--- src/rtl/seq_pkg.sv ---
// Shared types and constants for the serializer and the downstream sequence detector.
package seq_pkg;

    typedef enum logic {
        IDLE  = 1'b0,
        SHIFT = 1'b1
    } ser_state_t;

    localparam logic IDLE_BIT_DEFAULT = 1'b0;

    // Target pattern of the detector fed by dout, oldest bit in the MSB position.
    localparam int unsigned                DET_PATTERN_LEN = 6;
    localparam logic [DET_PATTERN_LEN-1:0] DET_PATTERN     = 6'b101110;

endpackage

--- src/rtl/seq_serializer_if.sv ---
// Parallel-word valid/ready handshake into the serializer.
interface seq_serializer_if #(
    parameter int unsigned WIDTH = 8
);
    logic [WIDTH-1:0] data_in;
    logic             data_valid;
    logic             data_ready;

    modport master (
        output data_in,
        output data_valid,
        input  data_ready
    );

    modport slave (
        input  data_in,
        input  data_valid,
        output data_ready
    );
endinterface

--- src/rtl/seq_word_buf.sv ---
// Single-entry holding register; a write takes priority over a same-cycle read.
module seq_word_buf #(
    parameter int unsigned WIDTH = 8
) (
    input  logic             clk,
    input  logic             rst_n,
    input  logic             wr_en,
    input  logic             rd_en,
    input  logic [WIDTH-1:0] d,
    output logic             full,
    output logic [WIDTH-1:0] q
);
    logic             full_q, full_d;
    logic [WIDTH-1:0] data_q, data_d;

    always_comb begin
        full_d = full_q;
        data_d = data_q;
        if (rd_en) begin
            full_d = 1'b0;
        end
        if (wr_en) begin
            full_d = 1'b1;
            data_d = d;
        end
    end

    always_ff @(posedge clk or negedge rst_n) begin
        if (!rst_n) begin
            full_q <= 1'b0;
            data_q <= '0;
        end else begin
            full_q <= full_d;
            data_q <= data_d;
        end
    end

    assign full = full_q;
    assign q    = data_q;
endmodule

--- src/rtl/seq_serializer.sv ---
// Word-to-bit serializer with one-word holding buffer for gapless streaming.
// Bit order: MSB first; define SEQ_SERIALIZER_LSB_FIRST_EN for LSB first.
module seq_serializer
    import seq_pkg::*;
#(
    parameter int unsigned WIDTH    = 8,
    parameter logic        IDLE_BIT = IDLE_BIT_DEFAULT
) (
    input  logic                    clk,
    input  logic                    rst_n,
    seq_serializer_if.slave         in_if,
    output logic                    dout,
    output logic                    dout_valid,
    output logic                    busy
);
    localparam int unsigned   CW       = $clog2(WIDTH);
    localparam logic [CW-1:0] LAST_BIT = CW'(WIDTH - 1);

    function automatic logic first_bit(input logic [WIDTH-1:0] w);
`ifdef SEQ_SERIALIZER_LSB_FIRST_EN
        return w[0];
`else
        return w[WIDTH-1];
`endif
    endfunction

    function automatic logic [WIDTH-1:0] shift_out(input logic [WIDTH-1:0] w);
`ifdef SEQ_SERIALIZER_LSB_FIRST_EN
        return {1'b0, w[WIDTH-1:1]};
`else
        return {w[WIDTH-2:0], 1'b0};
`endif
    endfunction

    ser_state_t       state_q, state_d;
    logic [CW-1:0]    bit_cnt_q, bit_cnt_d;
    logic [WIDTH-1:0] shreg_q, shreg_d;
    logic             dout_q, dout_d;
    logic             dout_valid_q, dout_valid_d;

    logic             buf_full, buf_wr, buf_rd;
    logic [WIDTH-1:0] buf_word;
    logic             accept, load;
    logic [WIDTH-1:0] load_word;

    seq_word_buf #(
        .WIDTH (WIDTH)
    ) u_word_buf (
        .clk   (clk),
        .rst_n (rst_n),
        .wr_en (buf_wr),
        .rd_en (buf_rd),
        .d     (in_if.data_in),
        .full  (buf_full),
        .q     (buf_word)
    );

    assign in_if.data_ready = !buf_full;
    assign accept           = in_if.data_valid && !buf_full;

    // dout holds the bit currently on the wire; shreg holds the bits still to come.
    always_comb begin
        state_d      = state_q;
        bit_cnt_d    = bit_cnt_q;
        shreg_d      = shreg_q;
        dout_d       = dout_q;
        dout_valid_d = dout_valid_q;
        buf_wr       = 1'b0;
        buf_rd       = 1'b0;
        load         = 1'b0;
        load_word    = in_if.data_in;

        unique case (state_q)
            IDLE: begin
                if (accept) begin
                    load    = 1'b1;
                    state_d = SHIFT;
                end
            end
            SHIFT: begin
                if (bit_cnt_q == LAST_BIT) begin
                    if (buf_full) begin
                        buf_rd    = 1'b1;
                        load      = 1'b1;
                        load_word = buf_word;
                    end else if (accept) begin
                        load = 1'b1;
                    end else begin
                        state_d      = IDLE;
                        bit_cnt_d    = '0;
                        dout_d       = IDLE_BIT;
                        dout_valid_d = 1'b0;
                    end
                end else begin
                    bit_cnt_d = bit_cnt_q + CW'(1);
                    dout_d    = first_bit(shreg_q);
                    shreg_d   = shift_out(shreg_q);
                    buf_wr    = accept;
                end
            end
            default: begin
                state_d = IDLE;
            end
        endcase

        if (load) begin
            bit_cnt_d    = '0;
            dout_d       = first_bit(load_word);
            shreg_d      = shift_out(load_word);
            dout_valid_d = 1'b1;
        end
    end

    always_ff @(posedge clk or negedge rst_n) begin
        if (!rst_n) begin
            state_q      <= IDLE;
            bit_cnt_q    <= '0;
            shreg_q      <= '0;
            dout_q       <= IDLE_BIT;
            dout_valid_q <= 1'b0;
        end else begin
            state_q      <= state_d;
            bit_cnt_q    <= bit_cnt_d;
            shreg_q      <= shreg_d;
            dout_q       <= dout_d;
            dout_valid_q <= dout_valid_d;
        end
    end

    assign dout       = dout_q;
    assign dout_valid = dout_valid_q;
    assign busy       = (state_q == SHIFT) || buf_full;
endmodule

--- src/flat_wrapper.sv ---
// flat-port wrapper written by rule: the top's interface ports become plain ports
module seq_serializer_flat import seq_pkg::*;
#(
    parameter int unsigned WIDTH    = 8,
    parameter logic        IDLE_BIT = IDLE_BIT_DEFAULT
)
  (clk, rst_n, dout, dout_valid, busy, in_if_data_in, in_if_data_valid, in_if_data_ready);
  seq_serializer_if #(.WIDTH(WIDTH)) in_if_i ();
  input  logic clk;
  input  logic rst_n;
  output logic dout;
  output logic dout_valid;
  output logic busy;
  input wire logic [$bits(in_if_i.data_in)-1:0] in_if_data_in;
  input wire logic [$bits(in_if_i.data_valid)-1:0] in_if_data_valid;
  output wire logic [$bits(in_if_i.data_ready)-1:0] in_if_data_ready;
  assign in_if_i.data_in = in_if_data_in;
  assign in_if_i.data_valid = in_if_data_valid;
  assign in_if_data_ready = in_if_i.data_ready;
  seq_serializer #(.WIDTH(WIDTH), .IDLE_BIT(IDLE_BIT)) u_core (.clk(clk), .rst_n(rst_n), .in_if(in_if_i), .dout(dout), .dout_valid(dout_valid), .busy(busy));
endmodule
--- config.mk ---
export PLATFORM = sky130hd
export DESIGN_NAME = seq_serializer_flat
export DESIGN_NICKNAME = d
export VERILOG_FILES = /design/src/rtl/seq_pkg.sv /design/src/rtl/seq_serializer_if.sv /design/src/rtl/seq_word_buf.sv /design/src/rtl/seq_serializer.sv /design/src/flat_wrapper.sv
export SDC_FILE = /design/constraint.sdc
export NUM_CORES = 1
export LEC_CHECK = 0
export BUFFER_PORTS_ARGS = -buffer_cell sky130_fd_sc_hd__buf_2
export CELL_PAD_IN_SITES_DETAIL_PLACEMENT = 0
export CELL_PAD_IN_SITES_GLOBAL_PLACEMENT = 1
export CORE_MARGIN = 5
export CORE_UTILIZATION = 43
export CTS_BUF_LIST = sky130_fd_sc_hd__clkbuf_16
export DETAILED_ROUTE_END_ITERATION = 8
export GPL_TIMING_DRIVEN = 0
export PLACE_DENSITY = 0.8
export SYNTH_ARGS = -nofsm -noshare
export SYNTH_HDL_FRONTEND = slang
export SYNTH_SLANG_ARGS = --single-unit
--- constraint.sdc ---
create_clock -name clk -period 2.4 [get_ports clk]
set_input_delay 0.24 -clock clk [delete_from_list [all_inputs] [get_ports clk]]
set_output_delay 0.24 -clock clk [all_outputs]
set_load 0.05 [all_outputs]
==> results_dict.tcl <==
set metrics [dict create \
    status "completed" \
    grt_pass1_vias 941 \
    p_sw_share_pct 37.6 \
    die_h_um 62.0 \
    grt_usage_pct 16.7 \
    switchingPower_mw 0.767 \
    synthCells 113 \
    maxSlewViolCount 0 \
    fin_nets 146 \
    peakVddDrop_mv 0.872 \
    setup_viol 0 \
    placementRows 18 \
    antenna_cells 0 \
    internal_power_mw 1.27 \
    worst_pin_slew_ps 500 \
    rsz0062_at_grt "no" \
    fmax_mhz 523 \
    power_density_nw_per_um2 1470 \
    cp_max_fo 10 \
    power_frac_comb_pct 45.1 \
    yosysSeqAreaShare_pct 47.4 \
    final_cell_mix "dfrtp_1, buf_2" \
    grt_max_degree 23 \
    period_share_pct 79.6 \
    slew-limit-headroom_pct 66.7 \
    antenna_found_initial 0 \
    p_leak_nw 0.628 \
    syn_area_um2 1160 \
    cts_tree "yes" \
    hp-class "in -> reg" \
    post_cts_resized 0 \
    clk_pin_slew_worst_paths_ps 60 \
    fin_util_pct 54.9 \
    reg2reg_setup_slack_ps 490 \
    drc_errors 0 \
    root_buffer "clkbuf_16" \
    start_util_pct 46.1 \
    mostFrequentLayoutCell "dfrtp_1" \
    path_class "reg -> reg" \
    worstPathArrival_ps 2060 \
    via_count 910 \
    hpwl_um 1780 \
    drt_wl_total_um 2640 \
    setup-tns-final_ps 0 \
    ant_nets 0 \
    wl_per_cell_um 16.3 \
    dieArea_um2 3840 \
    io-pin-count 15 \
    finalHoldViolations 0 \
    placed_cells 157 \
    skew_ps 4.89 \
    drive_above_1_share_pct 27.3 \
    cts_buffer_depth 2 \
    syn_to_final_growth_pct 19.2 \
    critPathRequiredTime_ps 2550 \
    firstDrtPassIters 4 \
    clockPowerShare_pct 22.9 \
    power_frac_seq_pct 32.0 \
    grt_pass1_wl_um 4520 \
    syn_area_per_cell_um2 10.3 \
    min_path_cells 2 \
    crit_start "u_core.bit_cnt_q[0]" \
    cts.sinks 22 \
    port_buffers 14 \
    cts-htree-levels 1 \
    ys_types 29 \
    drt-initial-drc-count 15 \
    coreArea_um2 2520 \
    synthesis.nets 126 \
    clock_latency_ps 260 \
    gp_congestion 0.746 \
    ys_ff_latch 22 \
    min_period_ps 1910 \
    drv_cap 0 \
    grt-ovfl-total 0 \
    die_w_um 62.0 \
    vias_per_cell 5.62 \
    worstReg2RegEnd "u_core.u_word_buf.q[2]" \
    ys_warn_count 0 \
    crit_path_start_kind "flop" \
    ff2ff_path_depth 5 \
    power_mw 2.04 \
    crit_path_end "u_core.u_word_buf.q[2]" \
    r2r_start "u_core.bit_cnt_q[0]" \
    endpoint_kind "flop" \
    cts_made_buffers 3 \
    instances_no_fill 162 \
]
## state kept, by name, summed over array words and instances (netlist names)
register,count
u_core.u_word_buf.q,8
u_core.dout,1
u_core.bit_cnt_q,3
u_core.u_word_buf.full,1
u_core.state_q,1
u_core.dout_valid,1
u_core.shreg_q,7
## cell usage after synthesis
cell type	number	area, µm²
a211oi_1	7	52.6
a21boi_0	2	15.0
a21o_1	1	7.51
a21oi_1	5	25.0
a31oi_1	6	37.5
and2b_1	4	30.0
and3_1	6	37.5
buf_2	4	20.0
buf_4	2	15.0
clkbuf_1	2	7.51
clkbuf_2	1	5.00
dfrtp_1	22	551
ha_1	2	25.0
inv_1	5	18.8
mux2_1	1	11.3
mux2_2	7	78.8
nand2_1	3	11.3
nand2b_1	2	12.5
nand2b_2	1	8.76
nand3_1	7	35.0
nand3b_1	2	15.0
nor2_4	1	11.3
nor2b_1	6	37.5
o21ai_0	7	35.0
o221ai_1	1	8.76
o221ai_2	1	15.0
o22ai_1	3	18.8
o32a_1	1	10.0
or2_2	1	6.26
## critical path: stages, from the launching register on
cell	delay [ps]
dfrtp_1	390
ha_1	210
ha_1	300
nand2b_2	270
nor2_4	260
mux2_2	370
## timing repair
item | in CTS | in global routing
hold buffers | 1 | 0
buffers inserted | 0 | 0
hold endpoints to repair | 22 | 0
## per-layer routing
layer / vias up / share of wire [%] / global-route usage, %
met2: 20 / 45 / 25.3
met3: 7 / 4.6 / 2.89
met5: - / 0 / 0
met4: 0 / 2.8 / 10.0
li1: 448 / - / -
met1: 435 / 47 / 22.2
## stage by stage
stage	area (µm²)	hold WS (ps)	setup slack, ps
floorplan	1160	-55.6	721
global placement	1270	238	501
detailed placement	1270	235	480
CTS	1390	221	475
global route	1390	226	385
finish	1390	220	489
## power groups by stage
| stage | sequential, mW | clock, mW | combinational (mW) |
|---|---|---|---|
| after floorplan | 0.685 | 0 | 0.667 |
| after global placement | 0.650 | 0 | 0.898 |
| after detailed placement | 0.657 | 0 | 0.925 |
| after CTS | 0.652 | 0.478 | 0.930 |
| after global routing | 0.674 | 0.493 | 1.03 |
| final | 0.652 | 0.467 | 0.920 |
## cell type report
class	count	area (µm²)
Tap cell	30	37.5
Clock inverter	1	30.0
Buffer	9	47.5
Fill cell	251	1140
Multi-Input combinational cell	77	546
Sequential cell	22	551
Clock buffer	3	75.1
Inverter	5	18.8
Timing Repair Buffer	15	80.1
## worst min path at each step
stage,slack (ps),to,start
3_5_place_dp,230,u_core.state_q,rst_n
4_1_cts,220,u_core.u_word_buf.q[5],in_if_data_in[5]
3_3_place_gp,240,u_core.bit_cnt_q[2],rst_n
6_report,220,u_core.u_word_buf.q[5],in_if_data_in[5]
5_1_grt,230,u_core.u_word_buf.q[7],in_if_data_in[7]
2_1_floorplan,-60,u_core.bit_cnt_q[0],rst_n
## cell families after synthesis
group                      count (synthesis)  synth area share (%)
AOI/OAI and AO/OA                         34                  19.4
buffers and inverters                     14                  5.70
adders and majority gates                  2                  2.15
DFF                                       22                  47.4
and+or+nand+nor                           33                  17.7
muxes                                      8                  7.75
(Power assumes the default switching activity.)
